### config.mk
export PLATFORM = sky130hd
export DESIGN_NAME = minitb_test_responder
export DESIGN_NICKNAME = d
export VERILOG_FILES = /design/src/rtl/minitb_rtl_pkg.sv /design/src/rtl/minitb_sat_counter.sv /design/src/rtl/minitb_test_responder.sv
export SDC_FILE = /design/constraint.sdc
export NUM_CORES = 1
export LEC_CHECK = 0
export CAP_MARGIN = 5
export CORE_UTILIZATION = 58
export DETAILED_ROUTE_END_ITERATION = 10
export PLACE_DENSITY = 0.88
export SYNTH_ARGS = -nofsm -noshare
export SYNTH_HDL_FRONTEND = slang
export SYNTH_SLANG_ARGS = --single-unit
### constraint.sdc
create_clock -name clk -period 7.58 [get_ports clk]
set_input_delay 2.274 -clock clk [delete_from_list [all_inputs] [get_ports clk]]
set_output_delay 2.274 -clock clk [all_outputs]
set_load 0.005 [all_outputs]
### src/rtl/minitb_rtl_pkg.sv
// Shared types for the miniTB test responder: result status, FSM states and
// the response record returned to the runner.
package minitb_rtl_pkg;

  localparam int PKG_CNT_W = 8;
  localparam int PKG_TMO_W = 16;

  typedef enum logic [1:0] {
    ST_PASS    = 2'd0,
    ST_FAIL    = 2'd1,
    ST_TIMEOUT = 2'd2,
    ST_ABORT   = 2'd3
  } status_e;

  typedef enum logic [2:0] {
    S_IDLE,
    S_HRST,
    S_START,
    S_RUN,
    S_REPORT
  } state_e;

  typedef struct packed {
    status_e                status;
    logic [PKG_CNT_W-1:0]   pass_cnt;
    logic [PKG_CNT_W-1:0]   fail_cnt;
    logic [PKG_TMO_W-1:0]   cycles;
  } rsp_t;

  function automatic status_e done_status(input logic any_fail);
    return any_fail ? ST_FAIL : ST_PASS;
  endfunction

endpackage

### src/rtl/minitb_sat_counter.sv
// Up-counter that sticks at all-ones; clr wins over inc.
module minitb_sat_counter #(
  parameter int W = 8
) (
  input  logic         clk,
  input  logic         srst,
  input  logic         clr,
  input  logic         inc,
  output logic [W-1:0] q
);

  always_ff @(posedge clk) begin
    if (srst || clr) begin
      q <= '0;
    end else if (inc && (q != {W{1'b1}})) begin
      q <= q + W'(1);
    end
  end

endmodule

### src/rtl/minitb_test_responder.sv
// DUT-side responder: accepts one test command, sequences harness reset and start,
// tallies checker events while running and returns a single result record.
module minitb_test_responder
  import minitb_rtl_pkg::*;
#(
  parameter int IDX_W      = 8,
  parameter int TMO_W      = PKG_TMO_W,
  parameter int CNT_W      = PKG_CNT_W,
  parameter int RST_CYCLES = 4
) (
  input  logic             clk,
  input  logic             rst,
  input  logic             cmd_valid,
  output logic             cmd_ready,
  input  logic [IDX_W-1:0] cmd_test_id,
  input  logic [TMO_W-1:0] cmd_timeout,
  input  logic             abort,
  output logic             dut_rst,
  output logic             test_start,
  output logic [IDX_W-1:0] test_id,
  input  logic             chk_pass,
  input  logic             chk_fail,
  input  logic             test_done,
  output logic             busy,
  output logic             rsp_valid,
  input  logic             rsp_ready,
  output logic [1:0]       rsp_status,
  output logic [CNT_W-1:0] rsp_pass_cnt,
  output logic [CNT_W-1:0] rsp_fail_cnt,
  output logic [TMO_W-1:0] rsp_cycles
);

  localparam int HC_W = $clog2(RST_CYCLES + 1);

  state_e           state_reg;
  logic [HC_W-1:0]  hrst_cnt_reg;
  logic [TMO_W-1:0] tmo_reg;
  logic [IDX_W-1:0] test_id_reg;
  rsp_t             rsp_reg;
  logic             cmd_ready_reg;
  logic             dut_rst_reg;
  logic             test_start_reg;
  logic             busy_reg;
  logic             rsp_valid_reg;

  logic             accept;
  logic             in_run;
  logic [CNT_W-1:0] pass_q;
  logic [CNT_W-1:0] fail_q;
  logic [TMO_W-1:0] cycles_q;
  logic [CNT_W-1:0] pass_next;
  logic [CNT_W-1:0] fail_next;
  logic [TMO_W-1:0] cycles_next;
  logic             timeout_hit;

  assign accept = (state_reg == S_IDLE) && cmd_valid;
  assign in_run = (state_reg == S_RUN);

  minitb_sat_counter #(.W(CNT_W)) u_pass_cnt (
    .clk(clk), .srst(rst), .clr(accept), .inc(in_run && chk_pass), .q(pass_q)
  );

  minitb_sat_counter #(.W(CNT_W)) u_fail_cnt (
    .clk(clk), .srst(rst), .clr(accept), .inc(in_run && chk_fail), .q(fail_q)
  );

  minitb_sat_counter #(.W(TMO_W)) u_cycle_cnt (
    .clk(clk), .srst(rst), .clr(accept), .inc(in_run), .q(cycles_q)
  );

  // Exit decisions and the response must include the events of the exit cycle itself.
  always_comb begin
    pass_next   = (in_run && chk_pass && (pass_q != {CNT_W{1'b1}})) ? pass_q + CNT_W'(1) : pass_q;
    fail_next   = (in_run && chk_fail && (fail_q != {CNT_W{1'b1}})) ? fail_q + CNT_W'(1) : fail_q;
    cycles_next = (in_run && (cycles_q != {TMO_W{1'b1}})) ? cycles_q + TMO_W'(1) : cycles_q;
    timeout_hit = (tmo_reg != '0) && (cycles_next == tmo_reg);
  end

  always_ff @(posedge clk) begin
    if (rst) begin
      state_reg      <= S_IDLE;
      hrst_cnt_reg   <= '0;
      tmo_reg        <= '0;
      test_id_reg    <= '0;
      rsp_reg        <= '0;
      cmd_ready_reg  <= 1'b1;
      dut_rst_reg    <= 1'b0;
      test_start_reg <= 1'b0;
      busy_reg       <= 1'b0;
      rsp_valid_reg  <= 1'b0;
    end else begin
      case (state_reg)
        S_IDLE: begin
          if (cmd_valid) begin
            test_id_reg   <= cmd_test_id;
            tmo_reg       <= cmd_timeout;
            hrst_cnt_reg  <= '0;
            dut_rst_reg   <= 1'b1;
            cmd_ready_reg <= 1'b0;
            busy_reg      <= 1'b1;
            state_reg     <= S_HRST;
          end
        end
        S_HRST: begin
          if (abort) begin
            dut_rst_reg   <= 1'b0;
            rsp_reg       <= '{status: ST_ABORT, pass_cnt: pass_next, fail_cnt: fail_next, cycles: cycles_next};
            rsp_valid_reg <= 1'b1;
            state_reg     <= S_REPORT;
          end else if (hrst_cnt_reg == HC_W'(RST_CYCLES - 1)) begin
            dut_rst_reg    <= 1'b0;
            test_start_reg <= 1'b1;
            state_reg      <= S_START;
          end else begin
            hrst_cnt_reg <= hrst_cnt_reg + HC_W'(1);
          end
        end
        S_START: begin
          test_start_reg <= 1'b0;
          if (abort) begin
            rsp_reg       <= '{status: ST_ABORT, pass_cnt: pass_next, fail_cnt: fail_next, cycles: cycles_next};
            rsp_valid_reg <= 1'b1;
            state_reg     <= S_REPORT;
          end else begin
            state_reg <= S_RUN;
          end
        end
        S_RUN: begin
          if (abort) begin
            rsp_reg       <= '{status: ST_ABORT, pass_cnt: pass_next, fail_cnt: fail_next, cycles: cycles_next};
            rsp_valid_reg <= 1'b1;
            state_reg     <= S_REPORT;
          end else if (test_done) begin
            rsp_reg       <= '{status: done_status(fail_next != '0), pass_cnt: pass_next,
                               fail_cnt: fail_next, cycles: cycles_next};
            rsp_valid_reg <= 1'b1;
            state_reg     <= S_REPORT;
          end else if (timeout_hit) begin
            rsp_reg       <= '{status: ST_TIMEOUT, pass_cnt: pass_next, fail_cnt: fail_next, cycles: cycles_next};
            rsp_valid_reg <= 1'b1;
            state_reg     <= S_REPORT;
          end
        end
        S_REPORT: begin
          if (rsp_ready) begin
            rsp_valid_reg <= 1'b0;
            cmd_ready_reg <= 1'b1;
            busy_reg      <= 1'b0;
            state_reg     <= S_IDLE;
          end
        end
        default: begin
          state_reg     <= S_IDLE;
          cmd_ready_reg <= 1'b1;
          busy_reg      <= 1'b0;
          rsp_valid_reg <= 1'b0;
        end
      endcase
    end
  end

  assign cmd_ready    = cmd_ready_reg;
  assign dut_rst      = dut_rst_reg;
  assign test_start   = test_start_reg;
  assign test_id      = test_id_reg;
  assign busy         = busy_reg;
  assign rsp_valid    = rsp_valid_reg;
  assign rsp_status   = rsp_reg.status;
  assign rsp_pass_cnt = rsp_reg.pass_cnt;
  assign rsp_fail_cnt = rsp_reg.fail_cnt;
  assign rsp_cycles   = rsp_reg.cycles;

endmodule
==> results.md <==
Setup path:
- The launch instance of the worst register-to-register path is u_cycle_cnt.q[0].
- In this run the worst path has a maximum fanout of 32.
- The largest individual stage delay along the critical path comes from the cell nand2_1.
- The startpoint-to-endpoint class of the critical path is in2reg.
- Counting both buffers and inverters, the worst setup path holds a total of 1.
- The setup slack on the worst flop-to-flop path is 3.07 ns.
- In this design, the largest share of critical-path delay is due to simple AND/OR/NAND/NOR gates.
- The cell depth of the worst flop-to-flop path is 10.
- The stage delay of the slowest cell on the critical path is 0.94 ns.
- The endpoint of the most critical register-to-register path is rsp_cycles[8].
- In this design, the critical path's most frequently occurring cell is nand2_1.
- At the worst endpoint, the required time is 7.85 ns.
- STA classifies the critical path endpoint as a flop.
- The signal on the critical path passes through clkdlybuf4s50_1 > nor2b_1 > nand2_1 > nand2_1 > a211oi_1.
- The worst setup path is launched from an input port.
- Data arrives at the worst endpoint at 4.91 ns.

Clocking:
- After clock tree synthesis, the clock-pin slew on the worst setup and hold paths is 0.10 ns.
- The number of gates resized after CTS was 0.
- TritonCTS built the clock tree.
- The post-cts hold buffer count is 0.
- The CTS root buffer is clkbuf_8.
- The clock reaches the later pin of the worst-skew pair after 0.38 ns.
- The total number of clock tree sinks is 101.
- Buffers inserted during clock tree synthesis total 9.
- CTS built an H-tree with a depth of 3.
- The largest buffer count on any clock path is 2.
- The number of setup buffers added after CTS is 0.

Synth:
- The most used flip-flop cell after synthesis is dfxtp_1.
- The flip-flop and latch count after synthesis is 101.
- The multiplexer share of the synthesized area is 0.0244.
- The compound-gate portion of the synthesized area was 0.198.
- The distinct cell type count of the synthesized netlist is 65.
- Of the total synthesized cell area, the portion taken by AND, OR, NAND and NOR gates is 0.248.
- Of the total synthesized cell area, the portion taken by XOR and XNOR cells is 0.0688.
- The combinational family with the most area after synthesis is simple AND/OR/NAND/NOR gates.
- The adder-cell share of the synthesized area is 0.0123.
- The sequential fraction of the synthesis area is 0.398.
- The cell count after synthesis came out at 581.
- The post-synthesis net count is 618.
- The synthesized area is 0.00508 mm².
- Averaged over all synthesized cells, the footprint is 8.74 µm².
- Counting flops with an async set or reset pin after synthesis yields a share of 0.
- The number of synthesized flops with an enable pin is 0.
- The number of warnings printed during yosys synthesis is 0.

Run status:
- The flow ran to the end, and the final reports show no timing, DRC or antenna violations.

Place:
- The number of placed instances, taps included is 726.
- Routability-driven placement finished with a final weighted congestion of 0.960.
- After legalization and detailed placement, the total HPWL measured 8970 µm.
- The number of buffer cells added on primary ports is 78.

Detailed routing:
- In the final routed layout, each cell accounts on average for 17.4 µm.
- In the routed layout, each cell is associated on average with a via count of 6.16.
- The length of the first detailed-routing pass in iterations is 5.
- In the routed design, unresolved DRC markers number 0.
- Once detail routing completed, the nets flagged for antenna violations numbered 0.
- The final wirelength is 12900 µm.
- After the first detailed-routing iteration, the DRC count stood at 324.
- Summing over every cut layer, the via total after detailed routing is 4572.

Timing:
- The transition at the pin with the smallest max-transition slack is 1.18 ns.
- Setup repair after global routing left no endpoint under its margin.
- Based on the critical path, the design can be clocked at up to 216 MHz.
- The final hold violation count is 0.
- The summed negative setup slack over all endpoints is 0 ns.
- Dividing the final minimum period by the clock period gives 0.611.
- The final count of negative-setup-slack endpoints is 0.
- The routed design could run at a clock period as short as 4.63 ns.
- Between clock sinks in the finished design, the worst skew comes to 0.0151 ns.
- The worst pin sits at a relative slew slack of 0.209.
- The final-report max-slew violation count was 0.

Global routing:
- The remaining global-route overflow is 0.
- The global-route wire length before repair is 21000 µm.
- The number of antenna violations at the first check in global routing was 0.
- The overall routing resource usage is 0.299.
- Entering global routing, the biggest net connects 70 pins.
- The number of global-route vias before repair came to 4269.

Min path:
- The instance count along the most critical hold path is 2.
- The hold path endpoint is test_id[1].
- The worst hold path begins at test_id[1].
- The min-delay analysis places its worst path in the category reg2reg.

Die:
- The floorplan step set the die width to 95.6 µm.
- The area of the die is 0.00913 mm².
- The core footprint is 0.00834 mm².
- From bottom edge to top edge, the die measures 95.6 µm.
- Pin placement for this block handled 79 I/O pins.
- The initial core utilization is 0.609.
- The floorplan has 33 rows.

Power and ir drop:
- Across the VDD grid, the largest voltage drop is 180 µV.
- The leakage power total is 2.00 nW.
- The power density relative to cell area is 240 mW/mm².

Finish:
- The net count of the finished layout is 669.
- The share of final-layout standard cells stronger than drive strength 1 is 0.0879.
- The signed area change from the synthesized netlist to the final layout is 18.0%.
- The final cell count without fillers is 742.
- The number of antenna diodes is 0.

Job:
- The tool flagged a number of max-cap violations equal to 0.
-- layer usage --
| layer | GRT usage | part of all wire | vias up |
|---|---|---|---|
| met5 | 0 | 0 | - |
| met3 | 0.0853 | 0.071 | 25 |
| met4 | 0.103 | 0.021 | 0 |
| met1 | 0.386 | 0.44 | 2170 |
| met2 | 0.477 | 0.47 | 167 |
| li1 | - | - | 2210 |
-- cell families (layout without fill, tap and decap cells) --
family                   Yosys count  after routing
AND/OR/NAND/NOR                  244            244
XOR/XNOR                          35             35
adder cells (fa/ha/maj)            5              5
flip-flops                       101            101
buffers and inverters             48            104
multiplexers                      12             12
AO/OA/AOI/OAI                    136            136
-- worst min-delay path, delay by kind of cell, from the launching register on --
| family | cells | cell delay [ns] |
|---|---|---|
| flops | 1 | 0.33 |
| compound gates | 1 | 0.05 |
| simple gates | 1 | 0.05 |
-- metrics by stage --
stage / cell area [µm²] / hold WS [ns] / util / worst slack, ns / power (W)
2_1_floorplan: 5080 / 0.450 / - / 3.89 / 0.000931
3_3_place_gp: 5780 / 0.442 / 0.693 / 2.68 / 0.00106
3_5_place_dp: 5780 / 0.455 / 0.693 / 2.61 / 0.00108
4_1_cts: 5990 / 0.469 / 0.718 / 2.98 / 0.00144
5_1_grt: 5990 / 0.491 / 0.718 / 2.75 / 0.00150
6_report: 5990 / 0.468 / 0.718 / 2.95 / 0.00144
-- power breakdown --
part,internal [W],switching [W],total (W)
registers,0.000593,0.0000575,0.000651
clock network,0.000161,0.000203,0.000364
logic,0.000203,0.000218,0.000421
total,0.000958,0.000478,0.00144
-- cells in the final DEF, fill, tap and decap left out, types with 10 or more instances in the layout --
cell	instances
a211oi_1	38
nand3_1	11
nor2_1	53
o21ai_0	11
xor2_1	16
a211oi_2	18
dfxtp_1	101
nor4_1	10
xnor2_1	16
nor3_1	15
a21oi_1	41
clkdlybuf4s50_1	77
nand4_1	15
nand2_1	78
-- layout make-up --
cell class	instances	area, µm²
inverters	7	26.3
fillers	672	2350
repair buffers	81	798
clock inverters	7	87.6
multi-input cells	432	2800
well taps	105	131
clock buffers	9	124
flip-flops and latches	101	2020
-- synthesized netlist by cell type (5+ instances only) --
master / instances / area (µm²)
nand3_1: 11 / 55.1
mux2i_1: 9 / 90.1
nand4_1: 15 / 93.8
o21ai_0: 11 / 55.1
ha_1: 5 / 62.6
a21oi_1: 41 / 205
inv_1: 7 / 26.3
dfxtp_1: 101 / 2020
nand2_1: 78 / 293
and3_1: 7 / 43.8
xor2_1: 16 / 140
a211oi_2: 18 / 225
xnor2_1: 16 / 140
nor4_1: 10 / 62.6
buf_4: 5 / 37.5
nor2b_1: 9 / 56.3
clkbuf_1: 22 / 82.6
buf_2: 6 / 30.0
or4_1: 5 / 37.5
nor3_1: 15 / 75.1
a211oi_1: 38 / 285
nor2_1: 53 / 199
-- worst max path at each step --
| stage | start | to | slack, ns | cells after the start |
|---|---|---|---|---|
| floorplan | chk_fail | rsp_status[0] | 3.89 | 7 |
| global placement | cmd_valid | u_cycle_cnt.q[3] | 2.68 | 5 |
| detailed placement | cmd_valid | u_cycle_cnt.q[3] | 2.61 | 5 |
| CTS | cmd_valid | u_cycle_cnt.q[3] | 2.98 | 5 |
| global route | cmd_valid | u_cycle_cnt.q[11] | 2.75 | 5 |
| finish | cmd_valid | u_cycle_cnt.q[3] | 2.95 | 5 |
(Power assumes the default switching activity.)
